$ cat src/rtl/mips_pkg.sv
// Shared MIPS pipeline definitions: control-bit positions, MEM-stage FSM encoding
// and the default data-bus timeout.
package mips_pkg;

    localparam int CTLM_BRANCH    = 2;
    localparam int CTLM_MEMREAD   = 1;
    localparam int CTLM_MEMWRITE  = 0;

    localparam int CTLWB_REGWRITE = 1;
    localparam int CTLWB_MEMTOREG = 0;

    localparam int DEFAULT_TIMEOUT = 16;

    typedef enum logic [0:0] {
        MEM_IDLE = 1'b0,
        MEM_WAIT = 1'b1
    } mem_state_e;

endpackage

$ cat src/rtl/mem_wb.sv
// MEM/WB pipeline register. A bubble clears the control field and leaves the
// data fields holding; load data only updates when a read actually completed.
module mem_wb
    import mips_pkg::*;
(
    input  logic        clk,
    input  logic        rst,
    input  logic        bubble_i,
    input  logic        load_data_i,
    input  logic [1:0]  ctlwb_i,
    input  logic [31:0] alu_out_i,
    input  logic [4:0]  rd_i,
    input  logic [31:0] rdata_i,
    output logic [1:0]  ctlwb_o,
    output logic [31:0] alu_out_o,
    output logic [4:0]  rd_o,
    output logic [31:0] rdata_o
);

    logic [1:0]  ctlwb_q;
    logic [31:0] alu_out_q;
    logic [4:0]  rd_q;
    logic [31:0] rdata_q;

    // Pipeline register update with bubble insertion
    always_ff @(posedge clk) begin
        if (rst) begin
            ctlwb_q   <= 2'b00;
            alu_out_q <= 32'h0000_0000;
            rd_q      <= 5'd0;
            rdata_q   <= 32'h0000_0000;
        end else if (bubble_i) begin
            ctlwb_q   <= 2'b00;
        end else begin
            ctlwb_q   <= ctlwb_i;
            alu_out_q <= alu_out_i;
            rd_q      <= rd_i;
            if (load_data_i) begin
                rdata_q <= rdata_i;
            end
        end
    end

    assign ctlwb_o   = ctlwb_q;
    assign alu_out_o = alu_out_q;
    assign rd_o      = rd_q;
    assign rdata_o   = rdata_q;

endmodule

$ cat src/rtl/mem_stage.sv
// MIPS MEM stage: branch resolution, data-memory req/ack handshake with a bounded
// wait, upstream stall generation, fault flagging and the MEM/WB register.
module mem_stage
    import mips_pkg::*;
#(
    parameter int TIMEOUT = DEFAULT_TIMEOUT,
    parameter int CNT_W   = 5
) (
    input  logic        clk,
    input  logic        rst,
    input  logic [31:0] MEM_bpc,
    input  logic [31:0] MEM_alu_out,
    input  logic [31:0] MEM_rd2,
    input  logic [1:0]  MEM_ctlwb,
    input  logic [2:0]  MEM_ctlm,
    input  logic        MEM_alu_zero,
    input  logic [4:0]  MEM_rd,
    output logic        dmem_req,
    output logic        dmem_we,
    output logic [31:0] dmem_addr,
    output logic [31:0] dmem_wdata,
    input  logic [31:0] dmem_rdata,
    input  logic        dmem_ack,
    output logic        mem_stall,
    output logic        pc_src,
    output logic [31:0] branch_target,
    output logic        mem_fault,
    output logic [1:0]  WB_ctlwb,
    output logic [31:0] WB_read_data,
    output logic [31:0] WB_alu_out,
    output logic [4:0]  WB_rd
);

    localparam logic [CNT_W-1:0] TIMEOUT_C = CNT_W'(TIMEOUT);

    mem_state_e       state_q, state_d;
    logic [CNT_W-1:0] cnt_q, cnt_d;
    logic             fault_q, fault_d;
    logic             bubble_s;
    logic             load_data_s;
    logic             access_s;
    logic             aligned_s;
    logic             is_read_s;

    assign access_s   = MEM_ctlm[CTLM_MEMREAD] | MEM_ctlm[CTLM_MEMWRITE];
    assign aligned_s  = (MEM_alu_out[1:0] == 2'b00);
    // A write wins when both strobes are set, so only a pure read returns data.
    assign is_read_s  = MEM_ctlm[CTLM_MEMREAD] & ~MEM_ctlm[CTLM_MEMWRITE];

    assign dmem_we       = MEM_ctlm[CTLM_MEMWRITE];
    assign dmem_addr     = MEM_alu_out;
    assign dmem_wdata    = MEM_rd2;
    assign pc_src        = MEM_ctlm[CTLM_BRANCH] & MEM_alu_zero;
    assign branch_target = MEM_bpc;
    assign mem_fault     = fault_q;

    // Access FSM: next state, wait counter, request/stall and WB control
    always_comb begin
        state_d     = state_q;
        cnt_d       = cnt_q;
        dmem_req    = 1'b0;
        mem_stall   = 1'b0;
        fault_d     = 1'b0;
        bubble_s    = 1'b0;
        load_data_s = 1'b0;
        case (state_q)
            MEM_IDLE: begin
                if (access_s && aligned_s) begin
                    dmem_req = 1'b1;
                    if (dmem_ack) begin
                        load_data_s = is_read_s;
                    end else begin
                        mem_stall = 1'b1;
                        bubble_s  = 1'b1;
                        state_d   = MEM_WAIT;
                        cnt_d     = CNT_W'(1);
                    end
                end else if (access_s) begin
                    fault_d  = 1'b1;
                    bubble_s = 1'b1;
                end else begin
                    cnt_d = '0;
                end
            end
            MEM_WAIT: begin
                // The final budgeted cycle drops the request, so an ack then is ignored.
                if (cnt_q == TIMEOUT_C) begin
                    fault_d  = 1'b1;
                    bubble_s = 1'b1;
                    state_d  = MEM_IDLE;
                    cnt_d    = '0;
                end else if (dmem_ack) begin
                    dmem_req    = 1'b1;
                    load_data_s = is_read_s;
                    state_d     = MEM_IDLE;
                    cnt_d       = '0;
                end else begin
                    dmem_req  = 1'b1;
                    mem_stall = 1'b1;
                    bubble_s  = 1'b1;
                    cnt_d     = cnt_q + CNT_W'(1);
                end
            end
            default: begin
                state_d = MEM_IDLE;
                cnt_d   = '0;
            end
        endcase
    end

    // FSM state, wait counter and fault pulse registers
    always_ff @(posedge clk) begin
        if (rst) begin
            state_q <= MEM_IDLE;
            cnt_q   <= '0;
            fault_q <= 1'b0;
        end else begin
            state_q <= state_d;
            cnt_q   <= cnt_d;
            fault_q <= fault_d;
        end
    end

    mem_wb u_mem_wb (
        .clk         (clk),
        .rst         (rst),
        .bubble_i    (bubble_s),
        .load_data_i (load_data_s),
        .ctlwb_i     (MEM_ctlwb),
        .alu_out_i   (MEM_alu_out),
        .rd_i        (MEM_rd),
        .rdata_i     (dmem_rdata),
        .ctlwb_o     (WB_ctlwb),
        .alu_out_o   (WB_alu_out),
        .rd_o        (WB_rd),
        .rdata_o     (WB_read_data)
    );

endmodule

$ cat config.mk
export PLATFORM = sky130hd
export DESIGN_NAME = mem_stage
export DESIGN_NICKNAME = d
export VERILOG_FILES = /design/src/rtl/mips_pkg.sv /design/src/rtl/mem_wb.sv /design/src/rtl/mem_stage.sv
export SDC_FILE = /design/constraint.sdc
export NUM_CORES = 1
export LEC_CHECK = 0
export ABC_AREA = 1
export BUFFER_PORTS_ARGS = -buffer_cell sky130_fd_sc_hd__buf_2
export CAP_MARGIN = 20
export CORE_AREA = 5 5 118 120
export CTS_CLUSTER_DIAMETER = 60
export DETAILED_ROUTE_END_ITERATION = 16
export DIE_AREA = 0 0 123 125
export GPL_TIMING_DRIVEN = 0
export PLACE_DENSITY_LB_ADDON = 0.08
export SYNTH_ARGS = -nofsm -noshare
export SYNTH_HDL_FRONTEND = slang
export SYNTH_HIERARCHICAL = 1
export SYNTH_SLANG_ARGS = --single-unit
$ cat constraint.sdc
create_clock -name clk -period 3.3 [get_ports clk]
set_clock_uncertainty 0.1 [all_clocks]
set_input_delay 0.825 -clock clk [delete_from_list [all_inputs] [get_ports clk]]
set_output_delay 0.825 -clock clk [all_outputs]
set_load 0.05 [all_outputs]
==> flow_metrics.tcl, run 1 <==
set metrics [dict create \
    setup_viol 0 \
    ir_drop_v 0.000198 \
    cts_tree "done" \
    outcome "finished, final reports clean" \
    cts_buffer_depth 2 \
    grt_pass1_wl_mm 19.1 \
    grt_usage_pct 15.5 \
    die_y_um 125 \
    synthCells 544 \
    synth-edff-count 0 \
    drt-initial-drc-count 253 \
    hpwl_mm 10.2 \
    synthTopCellsByArea "dfxtp_1 (40%), buf_4 (19%), nor2_1 (14%)" \
    tns_ns 0 \
    synth.cell_area_mm2 0.00388 \
    multi_input_area_mm2 0.00128 \
    cts_buffers 9 \
    initial_core_util_pct 30.1 \
    io_buffers 249 \
    syn_to_final_growth_pct 44.4 \
    cts_hold_buf 0 \
    cts.sinks 78 \
    worstPathArrival_ns 1.70 \
    yosys_warnings 6 \
    synthFlopType "dfxtp_1" \
    placed_cell_area_mm2 0.00535 \
    path_max_fanout 4 \
    clk_pin_slew_ns 0.06 \
    wire_per_inst_um 12.5 \
    cap_violations 0 \
    worst_setup_path_end_kind "output port" \
    ys_seq_area_share_pct 40.2 \
    fmax_ghz 0.380 \
    critical_path_class "input pin to output port" \
    dieArea_mm2 0.0154 \
    min-delay-path-class "flip-flop to flip-flop" \
    first_pass_iters 4 \
    slowest_stage "buf_2" \
    synth_cell_types 22 \
    synth_top_area_share_pct 40.2 \
    grtUsageMet3_pct 3.88 \
    async_flop_share_pct 0 \
    ys_top_cells_by_count "nor2_1 (145), buf_4 (98), dfxtp_1 (78)" \
    drive_gt1_share_pct 47.8 \
    routed_wl_mm 12.3 \
    drc_errors 0 \
    finalInstanceArea_mm2 0.00560 \
    syn-num-nets 688 \
    gp_congestion 0.797 \
    die_w_um 123 \
    fin_crit_sh_pct 79.7 \
    placementRows 42 \
    core_mm2 0.0129 \
    cp.required_ns 2.37 \
    slew_violations 0 \
    ys_ff_latch 78 \
    cts_setup_buffers 0 \
    rsz0062_at_grt "false" \
    dp_cells 969 \
    fin_util_pct 43.5 \
    grt_pass1_vias 3806 \
    clkLatencyLatePin_ns 0.33 \
    htree_levels 3 \
    syn_area_per_cell_um2 7.13 \
    finalHoldViolCount 0 \
    netlist.top_cell.by_area "dfxtp_1" \
    leakage_nw 3.13 \
    diodes 0 \
    top_usage_layer "met2" \
    ioPinCount 314 \
    nets 948 \
    vias 3962 \
    grt_use_met1_pct 18.2 \
    clockRootBuffer "clkbuf_16" \
    setup.worst_path.start_class "input pin" \
    worst_pin_slew_ns 0.955 \
    yosys.cell_count.top_type "nor2_1" \
    postCtsResizedCells 0 \
    worstPathCellList "buf_2, nor2_4, nand3_1, nand2_2, inv_2, nor2_1, buf_2" \
    final_cells 983 \
    grt_max_degree 12 \
    grt_antenna_before_repair 0 \
    fillCellCount 1384 \
    relSlewSlack_pct 35.6 \
    crit_path_max_incr_delay_ns 0.26 \
    vias_per_cell 4.03 \
    gr-usage-met2_pct 27.3 \
    gr-total-overflow 0 \
    seq_area_mm2 0.00156 \
    p_per_area_mw_per_mm2 499 \
    worst_path_most_repeated_cell "buf_2" \
    ant_nets 0 \
    min_period_ns 2.63 \
]
==> stage by stage <==
step                      worst slack (ns)  power, mW  hold slack [ns]
final                                0.670       2.79            0.370
after global placement               0.256       1.94            0.355
after detailed placement             0.321       1.94            0.359
after floorplan                      0.341       1.72            0.367
after global routing                 0.520       2.94            0.402
after CTS                            0.653       2.84            0.368
==> worst paths after layout <==
path                          startpoint                      to  slack (ns)  depth (start not counted)
setup / recovery          MEM_alu_out[1]               mem_stall        0.67                          7
setup reg to reg                cnt_q[0]    u_mem_wb/rdata_o[21]        0.94                         13
hold reg to reg   u_mem_wb/alu_out_o[28]  u_mem_wb/alu_out_o[28]        0.37                          2
hold / removal    u_mem_wb/alu_out_o[28]  u_mem_wb/alu_out_o[28]        0.37                          2
==> cells by family (layout without fill, tap and decap cells) <==
| kind of cell | after synthesis | in the layout | share of synthesized area (%) |
|---|---|---|---|
| simple gates | 249 | 249 | 26.6 |
| compound gates | 43 | 43 | 5.64 |
| flops | 78 | 78 | 40.2 |
| buf+inv | 172 | 435 | 26.9 |
| fa+ha+maj | 2 | 2 | 0.645 |
==> routing by layer <==
| metal | vias to the layer above | wire [um] |
|---|---|---|
| li1 | 2079 | - |
| met1 | 1711 | 4850 |
| met2 | 166 | 6320 |
| met3 | 6 | 1060 |
| met4 | 0 | 106 |
| met5 | - | 0 |
==> cells in the final DEF, fill, tap and decap left out, types with 4 or more instances in the layout <==
master / count
clkbuf_16: 9
nand2_2: 4
dfxtp_1: 78
o21ai_0: 37
nand3_1: 38
clkbuf_1: 12
inv_1: 46
buf_2: 261
nor2_1: 145
nand2_1: 52
inv_2: 4
buf_4: 98
==> critical path, delay by kind of cell <==
kind	cells	cell delay, ns
AND/OR/NAND/NOR	4	0.44
buffers and inverters	3	0.44
==> state kept, by name, summed over array words and instances, names as in the netlist <==
name,flops
cnt_q,5
mem_fault,1
state_q,1
u_mem_wb/alu_out_o,32
u_mem_wb/ctlwb_o,2
u_mem_wb/rd_o,5
u_mem_wb/rdata_o,32
==> cell type report <==
| class | instances | area share (%) |
|---|---|---|
| clock buffers | 12 | 4.40 |
| flip-flops and latches | 78 | 27.9 |
| multi-input cells | 294 | 22.8 |
| plain buffers | 122 | 15.3 |
| inverters | 50 | 3.35 |
| clock inverters | 2 | 0.179 |
| repair buffers | 249 | 22.2 |
| well taps | 176 | 3.93 |
==> where the power goes <==
part | internal (mW) | switching [mW] | total (mW)
registers | 0.999 | 0.0264 | 1.03
clock network | 0.519 | 0.364 | 0.883
logic | 0.250 | 0.636 | 0.886
total | 1.77 | 1.03 | 2.79
No activity file was read; power rests on OpenSTA's default activity.
==> run 2: changes to the inputs <==
--- a/config.mk
+++ b/config.mk
@@ -5,13 +5,13 @@
 export SDC_FILE = /design/constraint.sdc
 export NUM_CORES = 1
 export LEC_CHECK = 0
-export ABC_AREA = 1
+export ABC_AREA = 0
 export BUFFER_PORTS_ARGS = -buffer_cell sky130_fd_sc_hd__buf_2
 export CAP_MARGIN = 20
-export CORE_AREA = 5 5 118 120
+export CORE_AREA = 5 5 119 121
 export CTS_CLUSTER_DIAMETER = 60
 export DETAILED_ROUTE_END_ITERATION = 16
-export DIE_AREA = 0 0 123 125
+export DIE_AREA = 0 0 124 126
 export GPL_TIMING_DRIVEN = 0
 export PLACE_DENSITY_LB_ADDON = 0.08
 export SYNTH_ARGS = -nofsm -noshare
==> constraint.sdc (replaced) <==
create_clock -name clk -period 2.3 [get_ports clk]
set_clock_uncertainty 0.1 [all_clocks]
set_input_delay 0.575 -clock clk [delete_from_list [all_inputs] [get_ports clk]]
set_output_delay 0.575 -clock clk [all_outputs]
set_load 0.05 [all_outputs]
==> flow_metrics.tcl, run 2 <==
set metrics [dict create \
    yosys_warnings 6 \
    tns_ns 0 \
    path_max_fanout 5 \
    drive_gt1_share_pct 57.9 \
    min_to "u_mem_wb/rdata_o[17]" \
    finalHoldViolCount 0 \
    ys_top_cells_by_count "buf_4 (100), dfxtp_1 (78), nor2_1 (39)" \
    fin_util_pct 45.7 \
    min_path_cells 2 \
    placed_cell_area_mm2 0.00550 \
    mostFrequentLayoutCells "buf_2 (251), buf_4 (105), dfxtp_1 (76)" \
    dieArea_mm2 0.0156 \
    wire_per_inst_um 13.7 \
    cts_buffer_depth 2 \
    io_buffers 249 \
    power.total_mw 4.12 \
    fillCellCount 1322 \
    rsz0062_at_grt "true" \
    ys_ff_latch 78 \
    synth_top_area_share_pct 38.7 \
    core_mm2 0.0130 \
    leakage_nw 3.09 \
    synth.cell_area_mm2 0.00403 \
    htree_levels 3 \
    ant_nets 0 \
    p_per_area_mw_per_mm2 694 \
    syn-num-nets 564 \
    finalInstanceArea_mm2 0.00594 \
    clkLatencyLatePin_ns 0.32 \
    async_flop_share_pct 0 \
    die_w_um 124 \
    cts_buffers 9 \
    cts.sinks 78 \
    cp.required_ns 1.62 \
    setup_slack_ns 0.0976 \
    grt_antenna_before_repair 0 \
    gr-total-overflow 0 \
    ioPinCount 314 \
    syn_area_per_cell_um2 9.60 \
    grt_usage_pct 13.9 \
    r2r_slack_ns 0.19 \
    syn_to_final_growth_pct 47.2 \
    worst_setup_path_end_kind "output port" \
    yosys.cell_count.top_type "buf_4" \
    multi_input_area_mm2 0.00157 \
    cap_violations 0 \
    setup_viol 0 \
    fmax_ghz 0.454 \
    nets 828 \
    placementRows 42 \
    ys_seq_area_share_pct 38.7 \
    outcome "finished, final reports clean" \
    drc_errors 0 \
    clk_pin_slew_ns 0.06 \
    routed_wl_mm 11.8 \
    min-delay-path-class "flip-flop to flip-flop" \
    initial_core_util_pct 31.1 \
    hpwl_mm 9.37 \
    grt_max_degree 14 \
    synthTopCellsByArea "dfxtp_1 (39%), buf_4 (19%), nand4bb_1 (9.5%)" \
    grt_pass1_vias 3585 \
    vias 3633 \
    worstHoldStart "u_mem_wb/rdata_o[17]" \
    ir_drop_v 0.000246 \
    netlist.top_cell.by_area "dfxtp_1" \
    synthFlopType "dfxtp_1" \
    dp_cells 845 \
    r2r-end "u_mem_wb/alu_out_o[8]" \
    relSlewSlack_pct 75.1 \
    diodes 0 \
    gp_congestion 0.779 \
    grt_pass1_wl_mm 17.6 \
    final_common_cell "buf_2" \
    cts_tree "done" \
    synth-edff-count 0 \
    rr_startpoint "cnt_q[0]" \
    r2r_cells 11 \
    seq_area_mm2 0.00156 \
    synth_cell_types 35 \
    die_y_um 126 \
    timing.hold.ws_ns 0.364 \
    drt-initial-drc-count 134 \
    final_cells 865 \
    worst_pin_slew_ns 0.374 \
    first_pass_iters 4 \
    fin_crit_sh_pct 95.8 \
    critical_path_class "flip-flop to output port" \
    synthCells 420 \
    slew_violations 0 \
    clockRootBuffer "clkbuf_16" \
    setup.worst_path.start_class "flip-flop" \
    pre_cts_ws_ns -0.656 \
    vias_per_cell 4.20 \
    worstPathArrival_ns 1.53 \
    min_period_ns 2.20 \
]
-- run 2: cell count changes after synthesis, moves of 30 or more --
cell and delta:
nor2_1 -106, nand2_1 -49, inv_1 -43, mux2i_1 +37
nand4bb_1 +34, nand2b_1 +32, nand3_1 -30
-- run 2: power breakdown --
| group | switching (mW) | internal [mW] | total, mW |
|---|---|---|---|
| Combinational | 0.746 | 0.387 | 1.13 |
| Sequential | 0.0227 | 1.40 | 1.43 |
| Clock | 0.552 | 1.01 | 1.56 |
-- run 2: layout make-up --
type,instances,area share [%]
clock buffer,11,4.26
inverter,3,0.190
clock inverter,5,1.37
sequential,78,26.3
buffer,124,16.0
multi-input combinational,215,26.4
timing repair buffer,253,21.6
tap,176,3.71
-- run 2: cells by family (layout without fill, tap and decap cells) --
group / count (synthesis) / after routing / share of synthesized area, %
AOI/OAI and AO/OA: 46 / 46 / 6.30
adders and majority gates: 2 / 2 / 0.620
buffers and inverters: 127 / 396 / 23.4
DFF: 78 / 78 / 38.7
muxes: 37 / 37 / 9.18
and+or+nand+nor: 130 / 130 / 21.8
-- run 2: per-layer routing --
layer  GRT usage [%]  routed length [um]  vias up
met5               0                   0        -
met4            2.90                  83        0
met3            5.78                1460        9
met2            22.8                5490      188
met1            17.2                4780     1584
li1                -                   -     1852
-- run 2: worst max-delay path: stages (launching register included) --
cell and delay [ns]:
dfxtp_2 0.33, inv_1 0.05, ha_1 0.19, nand4bb_1 0.10
buf_6 0.13, nand2_2 0.07, a21oi_2 0.15, buf_6 0.17
-- run 2: worst max path at each step --
stage	start	endpoint	slack (ns)	cells after the start
after floorplan	cnt_q[0]	u_mem_wb/rdata_o[11]	0.06	9
after CTS	cnt_q[1]	mem_stall	0.005	7
after global routing	cnt_q[0]	mem_stall	-0.01	7
after detailed placement	MEM_alu_out[1]	u_mem_wb/rdata_o[6]	-0.66	7
after global placement	cnt_q[0]	u_mem_wb/rdata_o[16]	-0.61	9
final	cnt_q[0]	mem_stall	0.1	7
-- run 2: timing repair --
action,CTS,global route
pin swaps,1,1
gates resized for setup,7,23
buffers inserted,2,2
endpoints found under the setup margin,34,60
hold buffers,0,0
